[src/rtl/adc_pkg.sv]
// Shared types for the dual-slope ADC controller and its analog front-end model.
// Switch-mode decode and default datapath widths.
package adc_pkg;

  localparam int unsigned ACC_W_DEF = 40;
  localparam int unsigned VIN_W_DEF = 16;

  typedef enum logic [2:0] {
    MODE_HOLD,
    MODE_CHARGE,
    MODE_DISCHARGE,
    MODE_SHORT,
    MODE_FAULT
  } mode_e;

  function automatic mode_e decode_mode(
    input logic up,
    input logic dn,
    input logic sh
  );
    mode_e m;
    m = MODE_HOLD;
    if ($countones({up, dn, sh}) > 1) begin
      m = MODE_FAULT;
    end else begin
      unique case (1'b1)
        up:      m = MODE_CHARGE;
        dn:      m = MODE_DISCHARGE;
        sh:      m = MODE_SHORT;
        default: m = MODE_HOLD;
      endcase
    end
    return m;
  endfunction

endpackage

[src/rtl/adc_frontend_emulator_comparator_model.sv]
// Hysteretic comparator on the integrator charge, followed by a
// preset-to-one delay line modelling comparator/board latency.
module comparator_model #(
  parameter int unsigned     ACC_W      = 40,
  parameter longint unsigned THRESH     = 0,
  parameter longint unsigned HYST       = 64,
  parameter int unsigned     COMP_DELAY = 2
) (
  input  logic             clk,
  input  logic             reset,
  input  logic [ACC_W-1:0] charge,
  output logic             comparator
);

  localparam logic [ACC_W:0] TRIP = THRESH[ACC_W:0];
  localparam logic [ACC_W:0] REL  = TRIP + HYST[ACC_W:0];

  logic           cmp_raw;
  logic [ACC_W:0] q;

  assign q = {1'b0, charge};

  always_ff @(posedge clk) begin
    if (reset) begin
      cmp_raw <= 1'b1;
    end else if (q <= TRIP) begin
      cmp_raw <= 1'b1;
    end else if (q > REL) begin
      cmp_raw <= 1'b0;
    end
  end

  generate
    if (COMP_DELAY == 0) begin : g_nodly
      assign comparator = cmp_raw;
    end else begin : g_dly
      logic [COMP_DELAY-1:0] dly;
      always_ff @(posedge clk) begin
        if (reset) begin
          dly <= '1;
        end else begin
          dly <= (dly << 1) | COMP_DELAY'(cmp_raw);
        end
      end
      assign comparator = dly[COMP_DELAY-1];
    end
  endgenerate

endmodule

[src/rtl/adc_frontend_emulator.sv]
// Digital stand-in for the dual-slope integrator, switches and comparator.
// Mode decode, saturating charge accumulator and sticky status flags.
module adc_frontend_emulator
  import adc_pkg::*;
#(
  parameter int unsigned     ACC_W          = ACC_W_DEF,
  parameter int unsigned     VIN_W          = VIN_W_DEF,
  parameter longint unsigned THRESH         = 0,
  parameter longint unsigned HYST           = 64,
  parameter longint unsigned DISCHARGE_STEP = 64'd1 << 20,
  parameter int unsigned     COMP_DELAY     = 2
) (
  input  logic             clk,
  input  logic             reset,
  input  logic             ramp_up_sw,
  input  logic             ramp_down_sw,
  input  logic             reset_cap_sw,
  input  logic [VIN_W-1:0] vin_code,
  input  logic [VIN_W-1:0] vref_code,
  output logic             comparator,
  output logic [ACC_W-1:0] charge,
  output logic             sat,
  output logic             fault
);

  localparam logic [ACC_W:0] STEP = DISCHARGE_STEP[ACC_W:0];

  mode_e          mode;
  logic [ACC_W:0] acc;
  logic [ACC_W:0] sum;
  logic [ACC_W:0] dif_ref;
  logic [ACC_W:0] dif_step;
  logic [ACC_W-1:0] nxt;
  logic           clamp;

  // Top bit of each ACC_W+1 result is the carry/borrow used for clamping.
  always_comb begin
    mode     = decode_mode(ramp_up_sw, ramp_down_sw, reset_cap_sw);
    acc      = {1'b0, charge};
    sum      = acc + (ACC_W+1)'(vin_code);
    dif_ref  = acc - (ACC_W+1)'(vref_code);
    dif_step = acc - STEP;
    clamp    = sum[ACC_W];
    nxt      = charge;
    unique case (mode)
      MODE_CHARGE:    nxt = clamp ? '1 : sum[ACC_W-1:0];
      MODE_DISCHARGE: nxt = dif_ref[ACC_W] ? '0 : dif_ref[ACC_W-1:0];
      MODE_SHORT:     nxt = dif_step[ACC_W] ? '0 : dif_step[ACC_W-1:0];
      default:        nxt = charge;
    endcase
  end

  always_ff @(posedge clk) begin
    if (reset) begin
      charge <= '0;
      sat    <= 1'b0;
      fault  <= 1'b0;
    end else begin
      charge <= nxt;
      if (mode == MODE_CHARGE && clamp) begin
        sat <= 1'b1;
      end else if (reset_cap_sw &&
                   (mode == MODE_SHORT || mode == MODE_FAULT)) begin
        sat <= 1'b0;
      end
      if (mode == MODE_FAULT) begin
        fault <= 1'b1;
      end
    end
  end

  comparator_model #(
    .ACC_W      (ACC_W),
    .THRESH     (THRESH),
    .HYST       (HYST),
    .COMP_DELAY (COMP_DELAY)
  ) u_cmp (
    .clk        (clk),
    .reset      (reset),
    .charge     (charge),
    .comparator (comparator)
  );

endmodule

[config.mk]
export PLATFORM = sky130hd
export DESIGN_NAME = adc_frontend_emulator
export DESIGN_NICKNAME = d
export VERILOG_FILES = /design/src/rtl/adc_pkg.sv /design/src/rtl/adc_frontend_emulator_comparator_model.sv /design/src/rtl/adc_frontend_emulator.sv
export SDC_FILE = /design/constraint.sdc
export NUM_CORES = 1
export LEC_CHECK = 0
export CAP_MARGIN = 40
export CORE_UTILIZATION = 45
export DETAILED_ROUTE_END_ITERATION = 8
export GPL_TIMING_DRIVEN = 0
export PLACE_DENSITY = 0.69
export SLEW_MARGIN = 30
export SYNTH_ARGS = -nofsm -noshare
export SYNTH_HDL_FRONTEND = slang
export SYNTH_SLANG_ARGS = --single-unit
[constraint.sdc]
create_clock -name clk -period 3.6 [get_ports clk]
set_input_delay 0.72 -clock clk [delete_from_list [all_inputs] [get_ports clk]]
set_output_delay 0.72 -clock clk [all_outputs]
set_load 0.05 [all_outputs]
==> flow_results.xml <==
<?xml version="1.0" encoding="UTF-8"?>
<metrics>
  <group name="run_status">
    <metric name="run_status" unit="">finished clean</metric>
  </group>
  <group name="finish">
    <metric name="stdcell_area" unit="µm²">6170</metric>
    <metric name="area.growth.synth_to_final" unit="%">22.0</metric>
    <metric name="layout-drive-gt1-share" unit="">0.0824</metric>
    <metric name="n_antenna_cell" unit="">0</metric>
    <metric name="ff_latch_area" unit="µm²">901</metric>
    <metric name="layout.nets" unit="">875</metric>
    <metric name="num-fill-cells" unit="">1094</metric>
    <metric name="multiInputGateArea" unit="µm²">3850</metric>
  </group>
  <group name="cts">
    <metric name="clk_path_buf_depth" unit="">2</metric>
    <metric name="clk_pin_slew" unit="ps">100</metric>
    <metric name="cts.sink_count" unit="">45</metric>
    <metric name="postCtsHoldBufs" unit="">0</metric>
    <metric name="clk_root_buffer_cell" unit="">sky130_fd_sc_hd__clkbuf_8</metric>
    <metric name="numCtsBuffers" unit="">5</metric>
    <metric name="clock_tree_from_tritoncts" unit="">yes</metric>
    <metric name="clk-insertion-delay-late" unit="ps">330</metric>
    <metric name="h-tree-depth" unit="">2</metric>
  </group>
  <group name="worst_setup_path">
    <metric name="data_arrival_critical_path" unit="ps">3680</metric>
    <metric name="r2r_cells" unit="">11</metric>
    <metric name="timing.setup.critical_path_class" unit="">in2reg</metric>
    <metric name="worst-endpoint-required" unit="ps">3780</metric>
    <metric name="worst_path_most_repeated_cell" unit="">sky130_fd_sc_hd__a21oi_1</metric>
    <metric name="worstReg2RegEnd" unit="">charge[36]</metric>
    <metric name="critical-path-slowest-cell" unit="">sky130_fd_sc_hd__nor3_4</metric>
    <metric name="crit-reg2reg-launch" unit="">charge[20]</metric>
    <metric name="setup.reg_to_reg.worst_slack" unit="ps">150</metric>
    <metric name="worstPathMaxFanout" unit="">7</metric>
    <metric name="worstSetupStartpointType" unit="">input pin</metric>
    <metric name="worst_setup_path_end_kind" unit="">flop</metric>
    <metric name="crit_path_max_incr_delay" unit="ps">460</metric>
    <metric name="critical_path.cell_chain" unit="">clkdlybuf4s50_1 &gt; ha_1 &gt; fa_1 &gt; a211oi_1 &gt; o21ai_2 &gt; o211a_1 &gt; o211a_2 &gt; nor3_4 &gt; a21oi_1 &gt; o21ai_0 &gt; a21oi_1</metric>
  </group>
  <group name="global_route">
    <metric name="grt_start_max_net_pins" unit="">16</metric>
    <metric name="global_route.usage.total" unit="">0.328</metric>
    <metric name="grt_pass1_vias" unit="">5466</metric>
    <metric name="initial_antenna_violation_count" unit="">0</metric>
    <metric name="gr-total-overflow" unit="">0</metric>
    <metric name="grt_first_pass_wirelength" unit="mm">29.5</metric>
  </group>
  <group name="floorplan">
    <metric name="floorplan.die.width" unit="µm">108</metric>
    <metric name="die-area" unit="µm²">11700</metric>
    <metric name="top_level_ports" unit="">80</metric>
    <metric name="fp.dieH" unit="µm">108</metric>
    <metric name="placement_rows" unit="">38</metric>
    <metric name="initial_standard_cell_utilization_of_the_core" unit="">0.464</metric>
    <metric name="core_region_area" unit="µm²">10900</metric>
  </group>
  <group name="synthesis">
    <metric name="synthMostInstantiatedCell" unit="">sky130_fd_sc_hd__a21oi_1</metric>
    <metric name="synth_commonest_cells" unit="">sky130_fd_sc_hd__a21oi_1, sky130_fd_sc_hd__nor2_1, sky130_fd_sc_hd__nand2_1, sky130_fd_sc_hd__o21ai_0, sky130_fd_sc_hd__dfxtp_1</metric>
    <metric name="yosys_register_bits" unit="">45</metric>
    <metric name="yosys_most_used_dff" unit="">sky130_fd_sc_hd__dfxtp_1</metric>
    <metric name="number_of_enable_type_register_cells_in_the_synthesized_netlist" unit="">0</metric>
    <metric name="synth_top_cells_by_area" unit="">sky130_fd_sc_hd__dfxtp_1, sky130_fd_sc_hd__ha_1, sky130_fd_sc_hd__a21oi_1</metric>
    <metric name="synth_unique_cells" unit="">75</metric>
    <metric name="post_synthesis_cell_count" unit="">710</metric>
    <metric name="yosysWarningCount" unit="">0</metric>
    <metric name="synthesized_area_divided_by_synthesized_cell_count" unit="µm²">7.12</metric>
    <metric name="yosysSeqAreaShare" unit="">0.178</metric>
    <metric name="netlist_area" unit="µm²">5060</metric>
    <metric name="largest_area_contributor_in_the_netlist" unit="">sky130_fd_sc_hd__dfxtp_1</metric>
    <metric name="post-synth-top-area-fraction" unit="">0.178</metric>
    <metric name="share_of_async_settable_or_async_resettable_flops_after_synthesis" unit="">0</metric>
    <metric name="syn_nets" unit="">785</metric>
  </group>
  <group name="timing">
    <metric name="totalNegativeSetupSlack" unit="ps">0</metric>
    <metric name="fin_crit" unit="ps">3500</metric>
    <metric name="final_min_period_over_clock_period" unit="">0.973</metric>
    <metric name="worst_clock_skew" unit="ps">11.0</metric>
    <metric name="timing.fmax" unit="GHz">0.285</metric>
    <metric name="hold_viol_final" unit="">0</metric>
    <metric name="whs" unit="ps">443</metric>
    <metric name="setup_ws" unit="ps">95.6</metric>
    <metric name="tightest_slew" unit="ps">799</metric>
    <metric name="setup_violations" unit="">0</metric>
    <metric name="slew_headroom" unit="">0.463</metric>
    <metric name="unrepaired_setup_endpoints_after_global_routing" unit="">false</metric>
    <metric name="slew_viol_final" unit="">0</metric>
  </group>
  <group name="pwr">
    <metric name="seq_power_share" unit="">0.188</metric>
    <metric name="internal_power" unit="mW">1.83</metric>
    <metric name="switching_share" unit="">0.554</metric>
    <metric name="proportion_of_power_drawn_by_combinational_gates" unit="">0.727</metric>
    <metric name="net-switching-power" unit="mW">2.28</metric>
    <metric name="clockPowerShare" unit="">0.085</metric>
    <metric name="power.static_leakage" unit="nW">2.39</metric>
    <metric name="cellPowerDensity" unit="nW/µm²">667</metric>
    <metric name="max-vdd-ir-drop" unit="V">0.000270</metric>
    <metric name="power.total" unit="mW">4.12</metric>
  </group>
  <group name="placement">
    <metric name="preCtsSetupSlack" unit="ps">-480</metric>
    <metric name="gp_congestion" unit="">0.986</metric>
    <metric name="placed_cell_area" unit="µm²">6020</metric>
    <metric name="post-dp-hpwl" unit="mm">14.2</metric>
    <metric name="port_buffers" unit="">78</metric>
  </group>
  <group name="routing">
    <metric name="wire_per_inst" unit="µm">20.3</metric>
    <metric name="dr_total_vias" unit="">6079</metric>
    <metric name="dr.first_iter.drc_count" unit="">762</metric>
    <metric name="drtAntennaViolNets" unit="">0</metric>
    <metric name="detail_route.vias_per_cell" unit="">6.46</metric>
    <metric name="drc_violations_left" unit="">0</metric>
    <metric name="drt-total-wl" unit="mm">19.1</metric>
    <metric name="drt-pass1-iter-count" unit="">5</metric>
  </group>
  <group name="min_path">
    <metric name="min_delay_src" unit="">u_cmp.g_dly.dly[0]</metric>
    <metric name="min-delay-path-class" unit="">reg2reg</metric>
    <metric name="worstHoldPathCells" unit="">1</metric>
    <metric name="destination_of_the_worst_hold_path" unit="">u_cmp.g_dly.dly[1]</metric>
  </group>
  <group name="flow_run">
    <metric name="cap_viol_max_count" unit="">0</metric>
  </group>
</metrics>
==> power by group through the flow <==
stage | combinational (mW) | sequential [mW] | clock, mW
finish | 2.99 | 0.774 | 0.351
global route | 3.22 | 0.789 | 0.375
CTS | 2.89 | 0.771 | 0.349
detailed placement | 2.87 | 0.780 | 0
floorplan | 1.72 | 1.13 | 0
global placement | 2.83 | 0.776 | 0
==> cells by family (layout without fill, tap and decap cells) <==
| group | after synthesis | after routing | share of synthesized area |
|---|---|---|---|
| compound gates | 267 | 267 | 0.342 |
| flops | 45 | 45 | 0.178 |
| fa+ha+maj | 39 | 39 | 0.0990 |
| mux | 1 | 1 | 0.00198 |
| buf+inv | 77 | 168 | 0.0658 |
| simple gates | 248 | 248 | 0.255 |
| xor+xnor | 33 | 33 | 0.0572 |
==> metal layers <==
metal,track usage,wire [µm],vias up
met5,0,0,-
met4,0.0841,354,0
met3,0.0615,1990,39
met2,0.483,8010,354
met1,0.484,8740,2849
li1,-,-,2837
==> how the worst max path moves through the flow <==
| stage | slack [ps] | cells after the start | start | to |
|---|---|---|---|---|
| after floorplan | 530 | 10 | vin_code[0] | charge[37] |
| after global placement | -770 | 11 | vin_code[0] | charge[23] |
| after detailed placement | -480 | 12 | vin_code[0] | charge[37] |
| after CTS | 70 | 10 | reset_cap_sw | charge[22] |
| after global routing | 9 | 11 | vin_code[0] | charge[26] |
| final | 100 | 11 | vin_code[0] | charge[28] |
==> critical path, delay by kind of cell <==
| kind | cells | cell delay [ps] |
|---|---|---|
| buffers and inverters | 1 | 400 |
| AND/OR/NAND/NOR | 1 | 460 |
| AO/OA/AOI/OAI | 7 | 1400 |
| adder cells (fa/ha/maj) | 2 | 690 |
==> registers in the layout, summed over array words and instances (netlist names) <==
register / cells
u_cmp.g_dly.dly: 2
u_cmp.cmp_raw: 1
charge: 40
fault: 1
sat: 1
==> placed cells by master, fill, tap and decap left out, types with 5 or more instances in the layout <==
| cell type | netlist | final |
|---|---|---|
| sky130_fd_sc_hd__xnor2_1 | 20 | 20 |
| sky130_fd_sc_hd__o21bai_1 | 5 | 5 |
| sky130_fd_sc_hd__o21ai_0 | 53 | 53 |
| sky130_fd_sc_hd__clkdlybuf4s50_1 | 0 | 78 |
| sky130_fd_sc_hd__and4_1 | 6 | 6 |
| sky130_fd_sc_hd__a21oi_1 | 78 | 78 |
| sky130_fd_sc_hd__nand2_1 | 53 | 53 |
| sky130_fd_sc_hd__a31oi_1 | 17 | 17 |
| sky130_fd_sc_hd__and2_1 | 6 | 6 |
| sky130_fd_sc_hd__o21a_1 | 7 | 7 |
| sky130_fd_sc_hd__a21o_1 | 9 | 9 |
| sky130_fd_sc_hd__o221ai_1 | 5 | 5 |
| sky130_fd_sc_hd__xor2_1 | 13 | 13 |
| sky130_fd_sc_hd__or2_2 | 7 | 7 |
| sky130_fd_sc_hd__nor3_1 | 26 | 25 |
| sky130_fd_sc_hd__clkbuf_1 | 20 | 20 |
| sky130_fd_sc_hd__nand3_1 | 21 | 21 |
| sky130_fd_sc_hd__a211oi_1 | 15 | 15 |
| sky130_fd_sc_hd__nor2_1 | 63 | 62 |
| sky130_fd_sc_hd__dfxtp_1 | 45 | 45 |
| sky130_fd_sc_hd__buf_2 | 18 | 19 |
| sky130_fd_sc_hd__buf_4 | 1 | 5 |
| sky130_fd_sc_hd__ha_1 | 36 | 36 |
| sky130_fd_sc_hd__nor4_1 | 6 | 6 |
| sky130_fd_sc_hd__nand4_1 | 10 | 10 |
| sky130_fd_sc_hd__clkbuf_8 | 0 | 5 |
| sky130_fd_sc_hd__and3_1 | 15 | 15 |
| sky130_fd_sc_hd__inv_1 | 34 | 34 |
| sky130_fd_sc_hd__a311oi_1 | 7 | 7 |
| sky130_fd_sc_hd__o211ai_1 | 13 | 13 |
| sky130_fd_sc_hd__o22ai_1 | 7 | 7 |
| sky130_fd_sc_hd__nand2b_1 | 7 | 7 |
==> stage by stage <==
step | util | instances
floorplan | - | 710
global placement | 0.552 | 928
detailed placement | 0.553 | 930
CTS | 0.563 | 939
global route | 0.567 | 941
finish | 0.567 | 941
==> cell type report <==
type / count / area share
Clock buffer: 5 / 0.0112
Sequential cell: 45 / 0.146
Multi-Input combinational cell: 588 / 0.624
Clock inverter: 3 / 0.00345
Tap cell: 140 / 0.0284
Buffer: 43 / 0.0337
Timing Repair Buffer: 83 / 0.132
Inverter: 34 / 0.0207
==> timing repair <==
item / CTS / global route
setup buffers: 1 / 2
endpoints found under the setup margin: 14 / 19
cloned: 0 / 0
pin swaps: 1 / 2
resized for setup: 1 / 7
Note: power is estimated with default switching activity, not from simulation.
